<file path="src/rtl/instruction_fetch.sv">
// instruction_fetch: fetch stage feeding the instruction decoder.
// Holds the PC, reads one 16-bit word per request over a MemRd/MemRdy handshake,
// latches it into Instr and presents a one-cycle E strobe for the decoder.
// Build option: define IFETCH_ALIGN_FLT_EN to trap odd fetch addresses into a
// sticky fault (FLTo); by default bit 0 of every loaded fetch address is cleared.
`timescale 1ns/1ps
module instruction_fetch #(
  parameter int                ADDR_W   = 16,
  parameter logic [ADDR_W-1:0] RESET_PC = '0
) (
  input  logic              Clock,
  input  logic              Reset_n,
  input  logic              Run,
  input  logic              Stall,
  input  logic              BrTaken,
  input  logic [ADDR_W-1:0] BrTarget,
  output logic [ADDR_W-1:0] MemAddr,
  output logic              MemRd,
  input  logic              MemRdy,
  input  logic [15:0]       MemData,
  output logic [15:0]       Instr,
  output logic              E,
  output logic [ADDR_W-1:0] PC,
  output logic              FLTo
);

  // state | meaning
  // IDLE  | no request outstanding, waiting for Run
  // REQ   | MemRd high at MemAddr, waiting for MemRdy
  // ISSUE | word latched in Instr/PC, waiting for Stall low to strobe E
  // FLT   | odd fetch address trapped, frozen until reset
  typedef enum logic [1:0] {IDLE, REQ, ISSUE, FLT} state_t;

  state_t            state_q, state_d;
  logic [ADDR_W-1:0] fetch_q, fetch_d;
  logic [ADDR_W-1:0] addr_q, addr_d;
  logic [ADDR_W-1:0] pc_q, pc_d;
  logic [15:0]       instr_q, instr_d;
  logic              rd_q, rd_d;
  logic              e_q, e_d;
  logic              flt_q, flt_d;
  logic [ADDR_W-1:0] br_tgt;

`ifdef IFETCH_ALIGN_FLT_EN
  localparam bit                ALIGN_FLT = 1'b1;
  localparam logic [ADDR_W-1:0] RST_PC    = RESET_PC;
  assign br_tgt = BrTarget;
`else
  localparam bit                ALIGN_FLT = 1'b0;
  localparam logic [ADDR_W-1:0] EVEN_MASK = {{(ADDR_W-1){1'b1}}, 1'b0};
  localparam logic [ADDR_W-1:0] RST_PC    = RESET_PC & EVEN_MASK;
  assign br_tgt = BrTarget & EVEN_MASK;
`endif

  // Next-state and next-output decode; BrTaken outranks MemRdy and Stall.
  always_comb begin
    state_d = state_q;
    fetch_d = fetch_q;
    addr_d  = addr_q;
    pc_d    = pc_q;
    instr_d = instr_q;
    rd_d    = rd_q;
    e_d     = 1'b0;
    flt_d   = flt_q;
    case (state_q)
      IDLE: begin
        rd_d = 1'b0;
        if (BrTaken) fetch_d = br_tgt;
        if (Run) begin
          if (ALIGN_FLT && fetch_d[0]) begin
            state_d = FLT;
            flt_d   = 1'b1;
          end else begin
            state_d = REQ;
            rd_d    = 1'b1;
            addr_d  = fetch_d;
          end
        end
      end
      REQ: begin
        if (BrTaken) begin
          // Abort: drop MemRd, pass through IDLE so MemRd stays low a cycle.
          fetch_d = br_tgt;
          rd_d    = 1'b0;
          state_d = IDLE;
        end else if (MemRdy) begin
          instr_d = MemData;
          pc_d    = fetch_q;
          fetch_d = fetch_q + ADDR_W'(2);
          rd_d    = 1'b0;
          state_d = ISSUE;
        end
      end
      ISSUE: begin
        if (BrTaken || !Stall) begin
          if (BrTaken) fetch_d = br_tgt;
          else         e_d     = 1'b1;
          if (!Run) begin
            state_d = IDLE;
          end else if (ALIGN_FLT && fetch_d[0]) begin
            state_d = FLT;
            flt_d   = 1'b1;
          end else begin
            state_d = REQ;
            rd_d    = 1'b1;
            addr_d  = fetch_d;
          end
        end
      end
      FLT: begin
        rd_d  = 1'b0;
        flt_d = 1'b1;
      end
      default: state_d = IDLE;
    endcase
  end

  // State and output registers with synchronous active-low reset.
  always_ff @(posedge Clock) begin
    if (!Reset_n) begin
      state_q <= IDLE;
      fetch_q <= RST_PC;
      addr_q  <= RST_PC;
      pc_q    <= RST_PC;
      instr_q <= 16'h0000;
      rd_q    <= 1'b0;
      e_q     <= 1'b0;
      flt_q   <= 1'b0;
    end else begin
      state_q <= state_d;
      fetch_q <= fetch_d;
      addr_q  <= addr_d;
      pc_q    <= pc_d;
      instr_q <= instr_d;
      rd_q    <= rd_d;
      e_q     <= e_d;
      flt_q   <= flt_d;
    end
  end

  assign MemAddr = addr_q;
  assign MemRd   = rd_q;
  assign Instr   = instr_q;
  assign E       = e_q;
  assign PC      = pc_q;
  assign FLTo    = flt_q;

endmodule
</file>
<file path="config.mk">
export PLATFORM = sky130hd
export DESIGN_NAME = instruction_fetch
export DESIGN_NICKNAME = d
export VERILOG_FILES = /design/src/rtl/instruction_fetch.sv
export SDC_FILE = /design/constraint.sdc
export NUM_CORES = 1
export LEC_CHECK = 0
export CAP_MARGIN = 40
export CELL_PAD_IN_SITES_DETAIL_PLACEMENT = 0
export CELL_PAD_IN_SITES_GLOBAL_PLACEMENT = 1
export CORE_ASPECT_RATIO = 1.5
export CORE_MARGIN = 2
export CORE_UTILIZATION = 32
export CTS_CLUSTER_SIZE = 20
export DETAILED_ROUTE_END_ITERATION = 8
export PLACE_DENSITY = 0.73
export SYNTH_ARGS = -nofsm -noshare
export SYNTH_HDL_FRONTEND = slang
export SYNTH_SLANG_ARGS = --single-unit
</file>
<file path="constraint.sdc">
create_clock -name Clock -period 1.79 [get_ports Clock]
set_clock_uncertainty 0.15 [all_clocks]
set_input_delay 0.537 -clock Clock [delete_from_list [all_inputs] [get_ports Clock]]
set_output_delay 0.537 -clock Clock [all_outputs]
set_load 0.02 [all_outputs]
</file>
==> results of run 1 <==
## per-stage QoR
stage                     area [um2]  cells
after floorplan                 3270    392
after global placement          4600    622
after detailed placement        4600    622
after CTS                       4940    638
after global routing            5100    644
final                           5100    644
## power by group
group | switching, W | internal (W)
Clock | 0.000649 | 0.00129
Sequential | 0.0000638 | 0.00164
Combinational | 0.000441 | 0.000443
Total | 0.00115 | 0.00337
## placed cells by master (no fill, tap or decap), types with 3 or more instances in the layout
| cell | netlist | final |
|---|---|---|
| nand2_1 | 100 | 99 |
| dfxtp_1 | 69 | 61 |
| buf_4 | 4 | 55 |
| dlygate4sd2_1 | 0 | 54 |
| clkdlybuf4s50_1 | 0 | 32 |
| a21boi_0 | 31 | 30 |
| o211a_1 | 17 | 17 |
| nor2_1 | 17 | 16 |
| nand3_1 | 16 | 15 |
| clkbuf_16 | 0 | 10 |
| a21oi_1 | 13 | 9 |
| o21ai_1 | 3 | 8 |
| o21ai_0 | 13 | 8 |
| mux2i_1 | 7 | 7 |
| dfxtp_2 | 0 | 6 |
| nand4_1 | 5 | 5 |
| a21boi_1 | 5 | 5 |
| buf_6 | 0 | 5 |
| a21oi_2 | 1 | 4 |
| inv_2 | 1 | 3 |
| inv_1 | 5 | 3 |
| and3_1 | 4 | 3 |
| o21a_1 | 3 | 3 |
| o221a_1 | 3 | 3 |
| o211ai_1 | 3 | 3 |
| ha_1 | 7 | 3 |
| buf_12 | 0 | 3 |
## routing by layer
metal / vias up / wire (um) / GRT usage
met5: - / 0 / 0
met4: 0 / 208 / 0.0882
met3: 19 / 498 / 0.0233
met2: 76 / 4990 / 0.308
met1: 1518 / 4270 / 0.216
li1: 1629 / - / -
## what timing repair did
action,in CTS,in global routing
endpoints found under the setup margin,116,64
hold endpoints to repair,0,0
buffers inserted,0,6
gates resized for setup,72,33
pin swaps,5,12
cloned,0,1
## sequential cells by signal (all words and copies together) (netlist names)
register	flops
state_q	2
MemRd	1
Instr	16
PC	16
E	1
fetch_q	16
MemAddr	16
FLTo	1
## worst max-delay path: stages (launching register included)
cell      delay, ns
dfxtp_2        0.32
inv_2          0.07
ha_4           0.16
buf_6          0.13
and3_4         0.21
nand3_4        0.09
o41ai_4        0.37
nand3_1        0.11
o311ai_1       0.08
## final timing paths
path | from | endpoint | slack (ns) | depth (start not counted)
setup / recovery | state_q[1] | fetch_q[11] | -0.005 | 8
hold / removal | PC[0] | PC[0] | 0.30 | 2
setup reg to reg | state_q[1] | fetch_q[11] | -0.005 | 8
hold reg to reg | PC[0] | PC[0] | 0.30 | 2
## kinds of logic (layout without fill, tap and decap cells)
logic type,count (synthesis),count (layout),synth area share
DFF,69,69,0.424
and+or+nand+nor,158,158,0.211
buffers and inverters,38,173,0.0534
AOI/OAI and AO/OA,109,109,0.249
xor gates and xnor gates,1,1,0.00269
muxes,10,10,0.0330
adders and majority gates,7,7,0.0269
## layout make-up
| cell class | count | area (um2) | area share |
|---|---|---|---|
| Inverter | 6 | 22.5 | 0.00441 |
| Multi-Input combinational cell | 285 | 1860 | 0.364 |
| Timing Repair Buffer | 151 | 1350 | 0.265 |
| Clock buffer | 12 | 256 | 0.0503 |
| Clock inverter | 4 | 70.1 | 0.0137 |
| Sequential cell | 69 | 1400 | 0.274 |
| Tap cell | 117 | 146 | 0.0287 |
==> run metrics, run 1 <==
Max Cap Viol=0; largest net degree at the start of global routing=33; top cell type by total area after synthesis=dfxtp_1; max_slew headroom=0.810; synth warn=0; Root Buffer=clkbuf_16; Syn Area/Cell=8.31 um2; Synth area leaders=dfxtp_1, nand2_1, a21boi_0; initial antenna violation count=0; Port-buffer cells=87; Synth top area share=0.424; Num CTS Buffers=9; DRT iter0 DRCs=163; Chip Width=86.4 um; Hold WC Path Type=reg2reg; number of synthesized flops with an enable pin=0; register area share after synthesis=0.424; CTS max path bufs=2; ANT nets after route=0; DRT Pass-1 Iters=4; total grt overflow=0; max-slew violation count=0; run status=complete, but fails checks; synth unique cells=51; final setup margin=-0.00457 ns; Post-route DRC=0; Crit path required time=1.88 ns; Worst-path clk slew=0.05 ns; Synth Flop Type=dfxtp_1; Leak Pwr=2.36 nW; PwrDens=886 nW/um2; layout cell share with drive strength beyond 1=0.230; clk_lat worst skew=0.33 ns; post-layout min period=1.79 ns; Vias/cell=5.03; core region area=10000 um2; Yosys reg bits=69; Power, Total=0.00452 W; HPWL Detailed=6960 um; vias after detailed routing=3242; unrepaired setup endpoints after global routing=true; Tot GR Track Use=0.179; Initial Util=0.325; CTS tree=done; I/O pins=89; # clock sinks=69; Worst-Margin Slew=0.277 ns; Core Rows=45; hold_ws=0.297 ns; Final Core Density=0.509; Hold Buf Count CTS=0; Post-Syn Area=3260 um2; critical path peak fanout=8; Die Footprint=11000 um2; CP Capture Type=register; Critical Path Start Type=register; Setup violations, final=1; vias in the first global route=3196; syn nets=437; diode count=0; Fmax=557 MHz; pre-CTS setup slack=-0.544 ns; drt wl/cell=15.5 um; first-pass GRT wire length=15600 um; most frequent cell after synthesis=nand2_1; failing checks=negative setup slack; top cells by count, synth=nand2_1, dfxtp_1, a21boi_0, nor2_1, o211a_1; Post-Syn Instances=392; WS Path Type=reg2reg; Period Utilization, post-route=1.00; Worst EP arrival=1.88 ns; Max IR drop VDD=0.539 mV; setup tns final=-0.00457 ns; Async SR Flop Fraction=0; Nets=567; Die H=128 um; P&R area growth vs syn=56.7%; routability congestion estimate=0.838; Final Hold Fails=0; Filler cells=1004; final WL=9960 um; H-tree depth=3
(Power assumes the default switching activity.)
==> inputs of run 2 (changes only) <==
--- a/config.mk
+++ b/config.mk
@@ -17,3 +17,4 @@
 export SYNTH_ARGS = -nofsm -noshare
 export SYNTH_HDL_FRONTEND = slang
 export SYNTH_SLANG_ARGS = --single-unit
+export TNS_END_PERCENT = 20
==> run 2 against run 1 <==
The run now ends clean. Fmax is 2.6% higher. Clock power decreased by 16%. First-iteration DRC count decreased by 2.5%. Hold slack improved by 0.0058 ns. Die area unchanged. Final area shrank 2.0%. Utilization is 1.0 points lower. Register-to-register slack gained 0.04 ns. Total power is 7.6% lower.
==> run metrics, run 2 (same netlist as run 1, synthesis figures left out) <==
run status=complete, no violations (was complete, but fails checks); pre-CTS setup slack=-0.557 ns (was -0.544 ns); layout cell share with drive strength beyond 1=0.213 (was 0.230); Die Footprint=11000 um2 (unchanged); largest net degree at the start of global routing=33 (unchanged); Critical Path Start Type=register (unchanged); DRT Pass-1 Iters=4 (unchanged); commonest non-fill, non-tap cell in the layout=nand2_1 (unchanged); H-tree depth=3 (unchanged); P&R area growth vs syn=53.6% (was 56.7%); vias after detailed routing=3188 (was 3242); max_slew headroom=0.734 (was 0.810); clk_lat worst skew=0.33 ns (about the same); Power, Total=0.00418 W (was 0.00452 W); most frequent cells in the layout=nand2_1, dfxtp_1, dlygate4sd2_1 (was nand2_1, dfxtp_1, buf_4); Nets=562 (was 567); Period Utilization, post-route=0.978 (was 1.00); routability congestion estimate=0.793 (was 0.838); ANT nets after route=0 (unchanged); post-layout min period=1.75 ns (was 1.79 ns); diode count=0 (unchanged); cells on worst reg2reg path=8 (unchanged); max-slew violation count=0 (unchanged); unrepaired setup endpoints after global routing=true (unchanged); final WL=9640 um (was 9960 um); HPWL Detailed=6920 um (was 6960 um); Vias/cell=4.99 (was 5.03); Die H=128 um (unchanged); setup tns final=0 ns (was -0.00457 ns); Num CTS Buffers=9 (unchanged); Max IR drop VDD=0.528 mV (was 0.539 mV); Worst-path clk slew=0.05 ns (about the same); Hold WC Path Type=reg2reg (unchanged); CTS tree=done (unchanged); Fmax=572 MHz (was 557 MHz); I/O pins=89 (unchanged); CTS max path bufs=2 (unchanged); Post-route DRC=0 (unchanged); Hold Path Depth=2 (unchanged); # clock sinks=69 (unchanged); initial antenna violation count=0 (unchanged); CP Capture Type=register (unchanged); Setup violations, final=0 (was 1); Core Rows=45 (unchanged); Chip Width=86.4 um (unchanged); Port-buffer cells=87 (unchanged); Max Cap Viol=0 (unchanged); PwrDens=836 nW/um2 (was 886 nW/um2); Leak Pwr=2.29 nW (was 2.36 nW); Tot GR Track Use=0.180 (was 0.179); first-pass GRT wire length=15700 um (was 15600 um); total grt overflow=0 (unchanged); Worst EP arrival=1.81 ns (was 1.88 ns); critical path peak fanout=6 (was 8); Filler cells=1003 (was 1004); Crit path required time=1.85 ns (was 1.88 ns); hold_ws=0.303 ns (was 0.297 ns); Final Core Density=0.499 (was 0.509); drt wl/cell=15.1 um (was 15.5 um); Root Buffer=clkbuf_16 (unchanged); core region area=10000 um2 (unchanged); DRT iter0 DRCs=159 (was 163); Worst-Margin Slew=0.400 ns (was 0.277 ns); WS Path Type=reg2reg (unchanged); Initial Util=0.325 (unchanged); vias in the first global route=3234 (was 3196); final setup margin=0.0402 ns (was -0.00457 ns); Final Hold Fails=0 (unchanged)
## run 2: changes by cell type in the layout (fill, tap and decap cells not counted), sizes merged
cell and change:
bufinv -2, clkbuf +3, clkinv -1, dlygate4sd2 -1, dlymetal6s2s +1, buf -5
## run 2: metal layers
layer,GRT usage,vias to the layer above,wire [um]
met5,0,-,0
met2,0.306,62,4890
met1,0.220,1493,4250
met3,0.0329,16,291
li1,-,1617,-
met4,0.0726,0,212
## run 2: what timing repair did
action | 4_1_cts | 5_1_grt
setup endpoints to repair | 116 | 54
resized for setup | 67 | 35
pin swaps | 2 | 7
hold buffers | 0 | 0
gates cloned | 0 | 1
setup buffers | 0 | 1
## run 2: worst paths after layout
check | to | start | slack [ns]
worst min-delay path | PC[2] | PC[2] | 0.30
worst min register to register | PC[2] | PC[2] | 0.30
worst max-delay path | fetch_q[9] | state_q[1] | 0.04
worst max register to register | fetch_q[9] | state_q[1] | 0.04
## run 2: stage by stage
stage / cell area, um2 / cells
detailed placement: 4580 / 621
CTS: 4860 / 637
floorplan: 3270 / 392
global placement: 4580 / 621
finish: 5000 / 639
global route: 5000 / 639
## run 2: area by class of cell
cell class                 count  area [um2]  area share
multi-input combinational    285        1860       0.371
sequential                    69        1390       0.278
clock inverter                 1        5.00     0.00100
clock buffer                  15         268      0.0535
tap                          117         146      0.0293
timing repair buffer         146        1310       0.263
inverter                       6        22.5     0.00450
## run 2: worst max-delay path, cell delays in order (launching register included)
cell and delay [ns]:
dfxtp_2 0.33, inv_2 0.05, ha_4 0.18, buf_6 0.12, nand2b_4 0.06, a21oi_2 0.06
or2_4 0.28, and2_1 0.16, o31a_1 0.25
## run 2: power by group
group | internal [W] | total [W] | switching [W]
Clock | 0.00101 | 0.00162 | 0.000609
Sequential | 0.00164 | 0.00170 | 0.0000668
Combinational | 0.000426 | 0.000857 | 0.000431
==> inputs of run 3 (changes only) <==
--- a/config.mk
+++ b/config.mk
@@ -11,7 +11,7 @@
 export CORE_ASPECT_RATIO = 1.5
 export CORE_MARGIN = 2
 export CORE_UTILIZATION = 32
-export CTS_CLUSTER_SIZE = 20
+export CTS_CLUSTER_SIZE = 8
 export DETAILED_ROUTE_END_ITERATION = 8
 export PLACE_DENSITY = 0.73
 export SYNTH_ARGS = -nofsm -noshare
==> results of run 3 <==
The final DEF is identical to that of run 2; final timing and power are the same.
